--- config.mk ---
export PLATFORM = sky130hd
export DESIGN_NAME = mem_port_arbiter
export DESIGN_NICKNAME = d
export VERILOG_FILES = /design/src/rtl/riscv_pkg.sv /design/src/rtl/mem_port_arbiter.sv
export SDC_FILE = /design/constraint.sdc
export NUM_CORES = 1
export LEC_CHECK = 0
export ABC_AREA = 1
export ABC_CLOCK_PERIOD_IN_PS = 2900
export CORE_ASPECT_RATIO = 0.9
export CORE_MARGIN = 3
export CORE_UTILIZATION = 31
export DETAILED_ROUTE_END_ITERATION = 7
export PLACE_DENSITY_LB_ADDON = 0.2
export SLEW_MARGIN = 5
export SYNTH_ARGS = -nofsm -noshare
export SYNTH_HDL_FRONTEND = slang
export SYNTH_SLANG_ARGS = --single-unit
--- constraint.sdc ---
create_clock -name clk -period 2.9 [get_ports clk]
set_input_delay 0.29 -clock clk [delete_from_list [all_inputs] [get_ports clk]]
set_output_delay 0.29 -clock clk [all_outputs]
set_load 0.01 [all_outputs]
--- src/rtl/riscv_pkg.sv ---
// riscv_pkg: shared core width and memory-port arbiter state encoding.
package riscv_pkg;
  localparam int XLEN = 32;
  typedef enum logic [1:0] {IDLE, SERVE_IF, SERVE_D} arb_state_e;
endpackage

--- src/rtl/mem_port_arbiter.sv ---
// mem_port_arbiter: shares one memory port between fetch and data, data first with fetch starvation guard.
// The cycle a valid pulses is a turnaround: no grant, so the served requester can update its held request.
module mem_port_arbiter
  import riscv_pkg::*;
#(
  parameter int STARVE_LIMIT = 4
) (
  input  logic            clk,
  input  logic            rst,
  input  logic            if_req,
  input  logic [XLEN-1:0] if_addr,
  input  logic            if_flush,
  output logic            if_valid,
  output logic [XLEN-1:0] if_rdata,
  output logic            if_stall,
  input  logic            d_req,
  input  logic            d_we,
  input  logic [XLEN-1:0] d_addr,
  input  logic [XLEN-1:0] d_wdata,
  input  logic [3:0]      d_be,
  output logic            d_valid,
  output logic [XLEN-1:0] d_rdata,
  output logic            d_stall,
  output logic            mem_req,
  output logic            mem_we,
  output logic [XLEN-1:0] mem_addr,
  output logic [XLEN-1:0] mem_wdata,
  output logic [3:0]      mem_be,
  input  logic            mem_ready,
  input  logic [XLEN-1:0] mem_rdata
);
  localparam int SW = $clog2(STARVE_LIMIT + 1);
  arb_state_e      state_q, grant_d;
  logic [SW-1:0]   starve_q, starve_d;
  logic            kill_q, mem_req_q, mem_we_q, if_valid_q, d_valid_q;
  logic [XLEN-1:0] mem_addr_q, mem_wdata_q, if_rdata_q, d_rdata_q;
  logic [3:0]      mem_be_q;
  logic            turn, if_ok, d_ok, starved, done;
  function automatic arb_state_e arbitrate(input logic f_ok, input logic dat_ok, input logic f_starved);
    return (f_ok && (f_starved || !dat_ok)) ? SERVE_IF : dat_ok ? SERVE_D : IDLE;
  endfunction
  assign turn     = if_valid_q | d_valid_q;
  assign if_ok    = if_req & ~if_flush & ~turn;
  assign d_ok     = d_req & ~turn;
  assign starved  = starve_q == SW'(STARVE_LIMIT);
  assign done     = mem_req_q & mem_ready;
  assign grant_d  = (state_q == IDLE) ? arbitrate(if_ok, d_ok, starved) : IDLE;
  assign starve_d = (!if_req || grant_d == SERVE_IF) ? '0 :
                    (grant_d == SERVE_D && !starved) ? starve_q + SW'(1) : starve_q;
  always_ff @(posedge clk) begin
    if (rst) begin
      state_q     <= IDLE;
      starve_q    <= '0;
      kill_q      <= 1'b0;
      mem_req_q   <= 1'b0;
      mem_we_q    <= 1'b0;
      mem_addr_q  <= '0;
      mem_wdata_q <= '0;
      mem_be_q    <= '0;
      if_valid_q  <= 1'b0;
      d_valid_q   <= 1'b0;
      if_rdata_q  <= '0;
      d_rdata_q   <= '0;
    end else begin
      starve_q   <= starve_d;
      if_valid_q <= done && state_q == SERVE_IF && !(kill_q || if_flush);
      d_valid_q  <= done && state_q == SERVE_D;
      if (state_q == IDLE) begin
        if (grant_d != IDLE) begin
          state_q     <= grant_d;
          mem_req_q   <= 1'b1;
          mem_we_q    <= grant_d == SERVE_D && d_we;
          mem_addr_q  <= grant_d == SERVE_D ? d_addr : if_addr;
          mem_wdata_q <= grant_d == SERVE_D ? d_wdata : '0;
          mem_be_q    <= grant_d == SERVE_D ? d_be : 4'hf;
          kill_q      <= 1'b0;
        end
      end else if (done) begin
        state_q   <= IDLE;
        mem_req_q <= 1'b0;
        kill_q    <= 1'b0;
        if (state_q == SERVE_IF) if_rdata_q <= mem_rdata;
        else d_rdata_q <= mem_rdata;
      end else begin
        // A redirect mid-fetch lets memory finish but hides the stale instruction.
        kill_q <= kill_q | (state_q == SERVE_IF && if_flush);
      end
    end
  end
  assign if_valid  = if_valid_q;
  assign d_valid   = d_valid_q;
  assign if_rdata  = if_rdata_q;
  assign d_rdata   = d_rdata_q;
  assign if_stall  = if_req & ~if_valid_q;
  assign d_stall   = d_req & ~d_valid_q;
  assign mem_req   = mem_req_q;
  assign mem_we    = mem_we_q;
  assign mem_addr  = mem_addr_q;
  assign mem_wdata = mem_wdata_q;
  assign mem_be    = mem_be_q;
endmodule

# Yosys cells after proc, flatten, opt, wreduce, memory -nomap -nowiden
# Index checks and enable logic that the tools add are counted.
# totals
regBits	142
latch_bits	0
ram_bits	0
mem_bits_ro	0
inputBits	139
out_inout_bits	138
elab_cells	70
mem_count	0
# op_classes
n_addsub	1
mul	0
n_div	0
n_lt_le_gt_ge	0
eq_ne	6
shift	0
mux	15
bitwise	14
n_reduce_logical	22
# op_table
cell	count
$mux 32	2
$mux 2	6
$logic_and 1x1->1	7
$and 1x1->1	6
$mux 1	6
$not 1->1	6
$reduce_and 3->1	2
$eq 2x1->1 const B	2
$eq 2x2->1 const B	2
$logic_not 1->1	4
$mux 4	1
$reduce_and 2->1	2
$reduce_bool 2->1	2
$add 3x1->3 const B	1
$eq 3x3->1 const B	1
$logic_or 1x1->1	3
$logic_not 2->1	1
$ne 2x1->1 const B	1
$or 1x1->1	2
$reduce_or 2->1	1

# Longest topological paths before layout
# logic_depth
depth_word	11
ltp_mapped	10
mapped_depth_nobuf	10

# Worst setup path after synthesis
# OpenSTA, ideal clock, no wires.
# synth_path
path_type	register -> register
from	register starve_q[0]
to	register mem_addr_q[13], in the netlist mem_addr[13]
setup_ps	119
arrival_time_ps	1424
required_ps	2781
setup_slack_ps	1357
stages_incl_launch_ff	10
path_buffers	1
period_less_slack_ps	1543
path_cell_list	dfxtp_1 > inv_1 > ha_1 > nand2_1 > nand3_2 > nand2_2 > buf_1 > nand3b_1 > nand2_1 > a21oi_1
# synth_via
elab_chain_cells	7
word_cells_on_any_way	9
cone_classes	eq/ne (2); mux (3); reduce/logical (4)
# synth_rtl
item	line_no	rtl
start: declaration	mem_port_arbiter.sv:34	logic [SW-1:0] starve_q, starve_d;
start signal: assignment	mem_port_arbiter.sv:65	starve_q <= starve_d;
$eq 3x3->1 (*)	mem_port_arbiter.sv:45	assign starved = starve_q == SW'(STARVE_LIMIT);
$logic_or 1x1->1 (*)	mem_port_arbiter.sv:40	return (f_ok && (f_starved || !dat_ok)) ? SERVE_IF : dat_ok ? SERVE_D : IDLE;
$logic_and 1x1->1 (*)	mem_port_arbiter.sv:40	
$mux 2 (*)	mem_port_arbiter.sv:40	
$mux 2 (*)	mem_port_arbiter.sv:47	assign grant_d = (state_q == IDLE) ? arbitrate(if_ok, d_ok, starved) : IDLE;
$eq 2x2->1 or $reduce_bool 2->1 (tied branches)	mem_port_arbiter.sv:73, mem_port_arbiter.sv:69	
$mux 32 or $reduce_and 2->1 (tied branches)	-	
end signal: assignment	mem_port_arbiter.sv:73	mem_addr_q <= grant_d == SERVE_D ? d_addr : if_addr;
end: declaration	mem_port_arbiter.sv:36	logic [XLEN-1:0] mem_addr_q, mem_wdata_q, if_rdata_q, d_rdata_q;
# Every way passes the cells marked *; elsewhere a longest branch is shown, timed or not.
# A chain may end at the register's enable or synchronous reset.

# Worst setup path in the final report
# layout_path
from	register starve_q[0]
to	register starve_q[1]
# layout_via
elab_chain_cells	8
word_cells_on_any_way	12
cone_classes	add/sub (1); eq/ne (3); mux (2); reduce/logical (6)
# layout_rtl
item	line_no	rtl
$eq 3x3->1	mem_port_arbiter.sv:45	
$logic_or 1x1->1	mem_port_arbiter.sv:40	
$logic_and 1x1->1	mem_port_arbiter.sv:40	
$mux 2	mem_port_arbiter.sv:40	
$mux 2	mem_port_arbiter.sv:47	
$eq 2x1->1	mem_port_arbiter.sv:48	assign starve_d = (!if_req || grant_d == SERVE_IF) ? '0 :
$logic_or 1x1->1	mem_port_arbiter.sv:48	
$reduce_or 2->1 (no source line)	-	
# Several ways; a longest one is shown, not always the timed one.

==> qor.yml <==
path_cells: "inv_1 > ha_1 > nand2_1 > nand3_2 > nand3_2 > buf_4 > nand3_1 > a21oi_1"
clock_skew_ns: 0.01061
grt_max_degree: 70
ys_warn_count: 0
cts_tree: "done"
viasPerCell: 4.587
grt_pass1_vias: 5851
timing.final.crit_share_pct: 72.14
slowest_stage: "buf_4"
area_growth_pct: 54.36
setup_tns_ns: 0
yosysSeqAreaShare_pct: 45.40
synthAdderAreaFrac_pct: 0.3997
design_area_um2: 9664
synth-xor-area-share_pct: 0.1399
timing.rr.start: "starve_q[0]$_SDFFE_PP0P_"
rows: 48
leakage_nw: 3.932
r2r_cells: 8
cts-root-buf: "clkbuf_16"
cts.sinks: 142
antenna_found_initial: 1
cp_data_arrival_time_ns: 2.43
synth_top_cell_area_share_pct: 45.40
fmax_ghz: 0.4780
dieArea_um2: 21940
drive_above_1_share_pct: 11.22
slew_headroom_pct: 50.40
clockBufferDepth: 2
start_util_pct: 32.08
cts_max_level: 4
async_reset_ff_share_pct: 0
crit_start: "starve_q[0]$_SDFFE_PP0P_"
worst_pin_slew_ns: 0.7439
path_delay_family: "simple AND/OR/NAND/NOR gates"
ir_drop_uv: 395.7
ys_top_cells_by_area: "dfxtp_1, nand2_1, nand3_1, a21oi_1, nor2_1"
synth-compound-area-share_pct: 13.15
critPathMaxStageDelay_ns: 0.57
num_vias: 6138
drc: 0
synthesis.nets: 967
cts_buffers: 17
firstDrtPassIters: 5
fin_crit_ns: 2.092
path_clk_slew_ns: 0.07
yosys.area.top_type: "dfxtp_1"
syn_area_um2: 6261
drv_slew: 0
fin_nets: 1215
cts_resized: 0
core_um2: 19520
powerDensity_nw_per_um2: 562.3
drt-initial-drc-count: 325
place_area_um2: 9087
synth_cells: 826
ant_nets: 0
grt_util_all_layers_pct: 18.28
io-pin-count: 277
grt_pass1_wl_um: 32200
critPathKind: "flop to flop"
dpl.hpwl_um: 13770
rsz0062_at_grt: "no"
gp_congestion: 0.7779
status: "complete, no violations"
cp.required_ns: 3.24
ys_seq_elements: 142
synth-simple-area-share_pct: 30.28
grt_overflow: 0
die_h_um: 140.8
drt_wl_total_um: 20250
worstHoldStart: "rst"
critPathLaunchType: "flop"
post-cts-setup-buffers: 0
ys_types: 31
io_buffers: 276
hold_viol: 0
routedWlPerCell_um: 15.14
synthFlopType: "dfxtp_1"
critPathMaxFanout: 69
die_x_um: 155.8
worst-path-stages: 8
hold_depth: 2
synth_top_family_by_area: "simple AND/OR/NAND/NOR gates"
path_buf_inv: 2
muxShareOfSynthArea_pct: 0
setup_viol: 0
hold_buffers: 0
worstHoldPathType: "input pin to flop"
drv_cap: 0
cpMostUsedCell: "nand3_2"
dpl.cell_count: 1305
synthesis.area_per_instance_um2: 7.580
stdcell_count: 1338
synth-edff-count: 0
cp-end-kind: "flop"
clk_latency_ns: 0.42
hold_slack_ns: 0.2629
==> cells by family (layout without fill, tap and decap cells) <==
| group | Yosys count | count (layout) |
|---|---|---|
| AO/OA/AOI/OAI | 141 | 141 |
| flip-flops | 142 | 142 |
| AND/OR/NAND/NOR | 400 | 400 |
| XOR/XNOR | 1 | 1 |
| other | 0 | 1 |
| buffers and inverters | 140 | 401 |
| adder cells (fa/ha/maj) | 2 | 2 |
==> worst paths after layout <==
check / slack (ns) / endpoint
worst min-delay path: 0.26 / mem_wdata[2]$_SDFFE_PP0P_
worst max register to register: 0.81 / starve_q[1]$_SDFFE_PP0P_
worst min register to register: 0.46 / d_rdata[17]$_SDFFE_PP0P_
worst max-delay path: 0.81 / starve_q[1]$_SDFFE_PP0P_
==> final cells by class <==
cell class | instances | area [um^2]
fillers | 1916 | 9854
repair buffers | 290 | 2878
flip-flops and latches | 142 | 2843
multi-input cells | 544 | 2753
clock buffers | 18 | 429.2
well taps | 250 | 312.8
inverters | 79 | 301.5
clock inverters | 14 | 145.1
diodes | 1 | 2.502
==> cells in the final DEF (no fill, tap or decap), types with 2 or more instances in the layout <==
master	instances
a21oi_2	30
clkdlybuf4s50_1	275
ha_1	2
clkinv_4	2
buf_4	14
clkinv_2	2
dfxtp_1	142
nand3_1	102
nand2_2	32
nand3b_1	31
inv_2	4
nand4_1	2
nor2_1	77
o21ai_0	36
nand2_1	146
clkbuf_16	17
inv_8	4
nand3_2	3
nor2_2	2
inv_6	5
inv_1	74
a21oi_1	73
==> per-layer routing <==
layer / vias up / track usage, % / share of wire, %
met2: 195 / 28.31 / 46
met4: 0 / 4.786 / 0.82
met3: 14 / 7.673 / 9.4
li1: 3147 / - / -
met1: 2782 / 23.52 / 44
met5: - / 0 / 0
==> synth_stat cells (2+ instances only) <==
| cell | n |
|---|---|
| a21oi_1 | 73 |
| a21oi_2 | 30 |
| buf_1 | 6 |
| buf_12 | 3 |
| buf_2 | 18 |
| buf_4 | 3 |
| buf_6 | 7 |
| clkbuf_1 | 24 |
| dfxtp_1 | 142 |
| ha_1 | 2 |
| inv_1 | 74 |
| inv_2 | 3 |
| nand2_1 | 146 |
| nand2_2 | 32 |
| nand3_1 | 102 |
| nand3_2 | 3 |
| nand3b_1 | 31 |
| nand4_1 | 2 |
| nor2_1 | 77 |
| nor2_2 | 2 |
| o21ai_0 | 36 |
==> through the flow <==
step                total power [mW]  setup slack, ns  util [%]
detailed placement             3.330           0.6548     46.56
floorplan                      2.785            1.357         -
CTS                            5.522           0.7651     49.50
global route                   5.733           0.5720     49.51
global placement               3.323           0.6689     46.56
finish                         5.435           0.8078     49.51
==> power breakdown <==
| group | internal, mW | switching (mW) |
|---|---|---|
| combinational | 0.553 | 0.576 |
| clock | 1.22 | 0.945 |
| sequential | 2.08 | 0.0675 |
==> flip-flops by register name, indices dropped and copies added (netlist names) <==
signal / count
mem_req: 1
if_rdata: 32
mem_be: 4
starve_q: 3
kill_q: 1
d_rdata: 32
mem_wdata: 32
d_valid: 1
mem_addr: 32
state_q: 2
mem_we: 1
if_valid: 1
Note: power is estimated with default switching activity, not from simulation.
